<file path="src/rtl/muldiv_sequencer.sv">
// -----------------------------------------------------------------------------
// muldiv_sequencer
//   Multi-cycle multiply/divide unit that sits beside the single-cycle ALU in
//   the EX stage. It handles MULT, MULTU, DIV and DIVU. Multiplies use
//   iterative shift-add and divides use restoring division, one iteration per
//   cycle. The unit stalls the pipeline while it runs and writes the HI/LO
//   result registers.
//
//   Ports
//     clk          rising-edge clock
//     reset        asynchronous, active-high reset
//     start        EX holds an R-type instruction this cycle
//     Function     funct field: 011000 MULT, 011001 MULTU, 011010 DIV, 011011 DIVU
//     op_a         rs operand (multiplicand / dividend)
//     op_b         rt operand (multiplier / divisor)
//     flush        squash the in-flight operation
//     busy         unit is not idle
//     stall        freeze the IF/ID/EX pipeline registers
//     done         one-cycle pulse: hi/lo hold the new result
//     hi, lo       product high/low, or remainder/quotient
//     div_by_zero  pulses with done when a divide had a zero divisor
//
//   State | meaning
//   ------+----------------------------------------------------------
//   IDLE  | waiting for an accepted MULT/MULTU/DIV/DIVU
//   RUN   | WIDTH iterations on magnitudes, counter 0..WIDTH-1
//   FIX   | sign correction, hi/lo written on the exit edge
//   DONE  | done pulse; pipeline released while results are valid
// -----------------------------------------------------------------------------
module muldiv_sequencer #(
    parameter int WIDTH = 32
) (
    input  logic             clk,
    input  logic             reset,
    input  logic             start,
    input  logic [5:0]       Function,
    input  logic [WIDTH-1:0] op_a,
    input  logic [WIDTH-1:0] op_b,
    input  logic             flush,
    output logic             busy,
    output logic             stall,
    output logic             done,
    output logic [WIDTH-1:0] hi,
    output logic [WIDTH-1:0] lo,
    output logic             div_by_zero
);

    localparam int            CW   = $clog2(WIDTH);
    localparam logic [CW-1:0] LAST = CW'(WIDTH - 1);

    typedef enum logic [1:0] {
        S_IDLE = 2'd0,
        S_RUN  = 2'd1,
        S_FIX  = 2'd2,
        S_DONE = 2'd3
    } state_t;

    state_t               r_state;
    logic                 r_is_div;
    logic                 r_neg_res;   // product / quotient must be negated
    logic                 r_neg_rem;   // remainder takes the dividend's sign
    logic                 r_dz;
    logic [WIDTH-1:0]     r_m;         // multiplicand or divisor magnitude
    logic [2*WIDTH-1:0]   r_acc;       // mul: {partial, multiplier}; div: {rem, quo}
    logic [CW-1:0]        r_cnt;
    logic [WIDTH-1:0]     r_hi;
    logic [WIDTH-1:0]     r_lo;
    logic                 r_done;
    logic                 r_dbz;

    logic                 w_accept;
    logic                 w_signed;
    logic                 w_op_div;
    logic                 w_a_neg;
    logic                 w_b_neg;
    logic [WIDTH-1:0]     w_mag_a;
    logic [WIDTH-1:0]     w_mag_b;
    logic [WIDTH:0]       w_mul_sum;
    logic [2*WIDTH-1:0]   w_mul_next;
    logic [WIDTH:0]       w_div_shift;
    logic [WIDTH-1:0]     w_div_diff;
    logic                 w_div_ge;
    logic [2*WIDTH-1:0]   w_div_next;
    logic [2*WIDTH-1:0]   w_prod;
    logic [WIDTH-1:0]     w_quo;
    logic [WIDTH-1:0]     w_rem;
    logic [WIDTH-1:0]     w_fix_hi;
    logic [WIDTH-1:0]     w_fix_lo;

    // funct 0110xx: bit 1 selects divide, bit 0 selects unsigned
    assign w_accept = start & (r_state == S_IDLE) & ~flush & (Function[5:2] == 4'b0110);
    assign w_signed = ~Function[0];
    assign w_op_div = Function[1];

    assign w_a_neg = w_signed & op_a[WIDTH-1];
    assign w_b_neg = w_signed & op_b[WIDTH-1];
    assign w_mag_a = w_a_neg ? -op_a : op_a;
    assign w_mag_b = w_b_neg ? -op_b : op_b;

    // Shift-add step: the carry out of the add becomes the new top bit.
    assign w_mul_sum  = {1'b0, r_acc[2*WIDTH-1:WIDTH]} + (r_acc[0] ? {1'b0, r_m} : '0);
    assign w_mul_next = {w_mul_sum, r_acc[WIDTH-1:1]};

    // Restoring step. The shifted remainder needs WIDTH+1 bits, but once the
    // divisor fits the difference is below 2^WIDTH, so WIDTH bits suffice.
    assign w_div_shift = r_acc[2*WIDTH-1:WIDTH-1];
    assign w_div_ge    = (w_div_shift >= {1'b0, r_m});
    assign w_div_diff  = w_div_shift[WIDTH-1:0] - r_m;
    assign w_div_next  = w_div_ge ? {w_div_diff, r_acc[WIDTH-2:0], 1'b1}
                                  : {w_div_shift[WIDTH-1:0], r_acc[WIDTH-2:0], 1'b0};

    assign w_prod = r_neg_res ? -r_acc : r_acc;
    assign w_quo  = r_acc[WIDTH-1:0];
    assign w_rem  = r_acc[2*WIDTH-1:WIDTH];

    // With a zero divisor every trial subtract succeeds, so the remainder half
    // ends up holding the dividend magnitude; restoring its sign yields the raw
    // dividend. The quotient is forced to all ones regardless of sign.
    always_comb begin
        w_fix_hi = w_prod[2*WIDTH-1:WIDTH];
        w_fix_lo = w_prod[WIDTH-1:0];
        if (r_is_div) begin
            w_fix_hi = r_neg_rem ? -w_rem : w_rem;
            w_fix_lo = r_dz ? '1 : (r_neg_res ? -w_quo : w_quo);
        end
    end

    always_ff @(posedge clk or posedge reset) begin
        if (reset) begin
            r_state   <= S_IDLE;
            r_is_div  <= 1'b0;
            r_neg_res <= 1'b0;
            r_neg_rem <= 1'b0;
            r_dz      <= 1'b0;
            r_m       <= '0;
            r_acc     <= '0;
            r_cnt     <= '0;
            r_hi      <= '0;
            r_lo      <= '0;
            r_done    <= 1'b0;
            r_dbz     <= 1'b0;
        end else begin
            r_done <= 1'b0;
            r_dbz  <= 1'b0;
            case (r_state)
                S_IDLE: begin
                    if (w_accept) begin
                        r_is_div  <= w_op_div;
                        r_neg_res <= w_a_neg ^ w_b_neg;
                        r_neg_rem <= w_a_neg;
                        r_dz      <= w_op_div & (op_b == '0);
                        r_m       <= w_op_div ? w_mag_b : w_mag_a;
                        r_acc     <= {{WIDTH{1'b0}}, (w_op_div ? w_mag_a : w_mag_b)};
                        r_cnt     <= '0;
                        r_state   <= S_RUN;
                    end
                end
                S_RUN: begin
                    if (flush) begin
                        r_state <= S_IDLE;
                    end else begin
                        r_acc <= r_is_div ? w_div_next : w_mul_next;
                        r_cnt <= r_cnt + 1'b1;
                        if (r_cnt == LAST) begin
                            r_state <= S_FIX;
                        end
                    end
                end
                S_FIX: begin
                    if (flush) begin
                        r_state <= S_IDLE;
                    end else begin
                        r_hi    <= w_fix_hi;
                        r_lo    <= w_fix_lo;
                        r_done  <= 1'b1;
                        r_dbz   <= r_dz;
                        r_state <= S_DONE;
                    end
                end
                S_DONE: begin
                    r_state <= S_IDLE;
                end
                default: begin
                    r_state <= S_IDLE;
                end
            endcase
        end
    end

    assign busy        = (r_state != S_IDLE);
    // The accept term is combinational so the accepting instruction is held in EX.
    assign stall       = (r_state == S_RUN) | (r_state == S_FIX) | w_accept;
    assign done        = r_done;
    assign div_by_zero = r_dbz;
    assign hi          = r_hi;
    assign lo          = r_lo;

endmodule

</file>
<file path="config.mk">
export PLATFORM = sky130hd
export DESIGN_NAME = muldiv_sequencer
export DESIGN_NICKNAME = d
export VERILOG_FILES = /design/src/rtl/muldiv_sequencer.sv
export SDC_FILE = /design/constraint.sdc
export NUM_CORES = 1
export LEC_CHECK = 0
export BUFFER_PORTS_ARGS = -buffer_cell sky130_fd_sc_hd__buf_2
export CORE_ASPECT_RATIO = 0.7
export CORE_MARGIN = 5
export CORE_UTILIZATION = 42
export DETAILED_ROUTE_END_ITERATION = 8
export SKIP_CTS_REPAIR_TIMING = 1
export SLEW_MARGIN = 20
export SYNTH_ARGS = -nofsm -noshare
export SYNTH_HDL_FRONTEND = slang
export SYNTH_SLANG_ARGS = --single-unit
</file>
<file path="constraint.sdc">
create_clock -name clk -period 8.6 [get_ports clk]
set_input_delay 1.72 -clock clk [delete_from_list [all_inputs] [get_ports clk]]
set_output_delay 1.72 -clock clk [all_outputs]
set_load 0.01 [all_outputs]
</file>
==> out/metrics.csv <==
stage,metric,value,unit
route,num_vias,13970,
final_layout,stdcell_count,2353,
setup_path,cp-end-kind,primary output,
logic_synthesis,synth_edf_count,0,
cts,cts-root-buf,clkbuf_16,
setup_path,reg2reg_from,r_acc[55],
logic_synthesis,synth_area_per_cell,7.811,µm²
logic_synthesis,ys_ff_latch,173,
setup_path,reg2reg_slack,4.34,ns
logic_synthesis,yosysUniqueCellTypes,73,
run_status,outcome,finished clean,
sta,fin_crit_sh,53.01,%
pwr,swShare,51.16,%
pwr,power_density,345.7,mW/mm²
sta,tightest_slew,1.118,ns
min_path,hp-class,reg2reg,
pwr,pwr-share-seq,25.6,%
global_routing,grt-ovfl-total,0,
route,drc_errors,0,
final_layout,area_growth,11.02,%
setup_path,crit_fanout,76,
die,initial_utilization,42.66,%
global_routing,antenna_found_initial,0,
route,wire_per_inst,20.45,µm
setup_path,max_stage_delay,0.53,ns
final_layout,final_nets,2054,
placed_design,io_buffers,141,
sta,skew,0.01655,ns
route,avgViaCountPerCell,5.938,
setup_path,critPathLaunchType,primary input,
logic_synthesis,synth.yosys.seq_area_share,30.24,%
logic_synthesis,synthCells,1833,
global_routing,grt_pass1_wl,75220,µm
setup_path,reg2regPathDepth,10,
setup_path,critPathSlowestCell,buf_4,
cts,cts_buffer_depth,2,
final_layout,final_area,0.01590,mm²
pwr,p_int,0.002684,W
die,core,0.03356,mm²
logic_synthesis,syn_area,0.01432,mm²
setup_path,cp_cell_sequence,"buf_2, nor4bb_1, nand4b_1, buf_4, nand2b_1, buf_2",
cts,cts.sinks,173,
route,drtPass1Iterations,6,
placed_design,place_inst,2320,
route,final_antenna_net_count,0,
logic_synthesis,synth_flop_cell,dfrtp_1,
global_routing,grt_max_degree,108,
final_layout,layout-drive-gt1-share,12.62,%
setup_path,cpMostUsedCell,buf_2,
sta,rsz0062_at_grt,no,
cts,clk_pin_slew,0.07,ns
placed_design,gp_congestion,0.9565,
setup_path,cp.depth,6,
sta,whs,0.4718,ns
cts,htreeDepth,4,
die,die_h,164.5,µm
sta,maxSlewViolCount,0,
setup_path,critPathKind,in2out,
route,wl,48110,µm
pwr,switchingPower,0.002811,W
route,drtIter0Drc,1527,
setup_path,crit_family,buffers and inverters,
pwr,ir_worst_vdd,0.0001777,V
pwr,power_frac_clock,14.9,%
flow_run,maxCapViolCount,0,
pwr,p_leak,7.067,nW
setup_path,crit_start,Function[4],
setup_path,worstReg2RegEnd,r_acc[47],
sta,final.setup.tns,0,ns
setup_path,cp.required,6.88,ns
die,die_w,230.7,µm
setup_path,crit_end,stall,
pwr,pwr-share-comb,59.5,%
sta,slew_headroom,25.31,%
die,io_pins,142,
sta,setup_viol,0,
sta,fin_crit,4.559,ns
sta,finalHoldViolations,0,
pwr,power,0.005496,W
placed_design,dp_hpwl,36820,µm
setup_path,crit_buf_inv,3,
die,num_rows,56,
cts,cts_tree,done,
logic_synthesis,synth_nets,1983,
global_routing,first_global_vias,12860,
global_routing,grt_util_all_layers,25.20,%
cts,cts-buffers-inserted,17,
die,dieArea,0.03794,mm²
logic_synthesis,async_reset_ff_share,100.0,%
sta,clock.fmax,219.3,MHz
setup_path,worstPathArrival,2.84,ns
logic_synthesis,ys_warn_count,0,
cts,clkLatencyLatePin,0.46,ns
placed_design,placed_area,0.01529,mm²
[layout by cell type, fill, tap and decap left out, types with 9 or more instances in the layout]
cell type  synthesis  routed
a21oi_1          206     205
nor2_1           193     193
o21ai_0          192     192
nand2_1          189     188
dfrtp_1          173     172
buf_2              3     141
xnor2_1           92      92
xor2_1            80      80
ha_1              74      73
inv_1             66      65
nor3_1            49      49
a211oi_1          32      32
mux2_2            27      27
mux2i_1           25      25
nand3_1           24      24
o31ai_1           22      22
a21o_1            21      21
nand2b_1          21      20
nand4_1           20      20
a31oi_1           18      18
clkbuf_16          0      17
a22oi_1           16      16
o21ai_1           15      15
buf_4              0      15
and2_1            13      13
or4_1             11      11
o21a_1            11      11
nor2b_1           10      10
nor4_1            10      10
o211ai_1          10      10
o41ai_1           10      10
or3_1             10      10
o221ai_1           9       9
[sequential cells by signal, summed over array words and instances, names as in the netlist]
name	cells
r_state	2
done	1
r_m	32
div_by_zero	1
lo	32
r_acc	64
r_dz	1
r_neg_rem	1
r_cnt	5
r_neg_res	1
r_is_div	1
hi	32
[cell usage after synthesis (all sizes together) (14+ instances only)]
cell type / n / area [µm²]
a211oi: 32 / 240.2
nor3: 52 / 275.3
a21oi: 206 / 1031
nand4: 20 / 125.1
xnor2: 92 / 805.8
nand3: 24 / 120.1
inv: 67 / 251.5
nor4: 14 / 121.4
o21ai: 207 / 1036
a31oi: 18 / 112.6
clkbuf: 91 / 341.6
nor2: 194 / 730.7
nand2b: 21 / 131.4
mux2: 27 / 304.0
xor2: 80 / 700.7
a21o: 21 / 157.7
o31ai: 22 / 165.2
mux2i: 25 / 250.2
dfrtp: 173 / 4329
nand2: 189 / 709.4
ha: 74 / 925.9
a22oi: 16 / 120.1
[per-stage QoR]
step | setup WS [ns] | util (%)
after floorplan | 2.192 | -
after global placement | 4.037 | 45.55
after detailed placement | 4.002 | 45.55
after CTS | 4.006 | 47.35
after global routing | 3.906 | 47.35
final | 4.041 | 47.36
[worst min path at each step]
stage / startpoint / endpoint / slack [ns] / depth (start not counted)
detailed placement: hi[26] / hi[26] / 0.46 / 2
global route: hi[3] / hi[3] / 0.50 / 2
CTS: hi[26] / hi[26] / 0.48 / 2
floorplan: r_m[10] / r_m[10] / 0.45 / 2
global placement: hi[22] / hi[22] / 0.46 / 2
finish: hi[26] / hi[26] / 0.47 / 2
[final cells by class]
class,instances,area (µm²)
Clock buffer,19,442.9
Antenna cell,1,2.502
Clock inverter,13,158.9
Multi-Input combinational cell,1488,9335
Inverter,68,262.8
Tap cell,435,544.3
Fill cell,3354,17670
Timing Repair Buffer,156,818.3
Sequential cell,173,4330
[per-layer routing]
| metal | routed length (µm) | part of all wire, % | track usage (%) |
|---|---|---|---|
| met1 | 24270 | 50 | 40.27 |
| met2 | 18700 | 39 | 34.64 |
| met3 | 4625 | 9.6 | 5.602 |
| met4 | 512 | 1.1 | 4.509 |
| met5 | 0 | 0 | 0 |
[logic make-up (layout without fill, tap and decap cells)]
| group | count (synthesis) | after routing | share of synthesized area [%] |
|---|---|---|---|
| fa+ha+maj | 76 | 76 | 6.747 |
| simple gates | 584 | 584 | 19.02 |
| buf+inv | 172 | 256 | 4.640 |
| compound gates | 604 | 604 | 24.97 |
| other cells | 0 | 1 | 0 |
| mux | 52 | 52 | 3.871 |
| flops | 173 | 173 | 30.24 |
| xor+xnor | 172 | 172 | 10.52 |
[power by group through the flow]
stage | clock network, W | registers [W] | logic [W]
after detailed placement | 0 | 0.00140 | 0.00319
final | 0.000816 | 0.00141 | 0.00327
after global placement | 0 | 0.00140 | 0.00318
after CTS | 0.000826 | 0.00139 | 0.00321
after floorplan | 0 | 0.00121 | 0.00249
after global routing | 0.000863 | 0.00143 | 0.00362
[worst reg2reg max path, cell delays in order, from the launching register on]
cell      delay (ns)
dfrtp_1         0.56
ha_1            0.56
nand4_1         0.16
nor2_1          0.23
nand3_1         0.13
a211oi_1        0.35
nor4_1          0.13
o21a_1          0.54
nor2_2          0.98
mux2i_1         0.33
o221ai_1        0.16
Note: power is estimated with default switching activity, not from simulation.
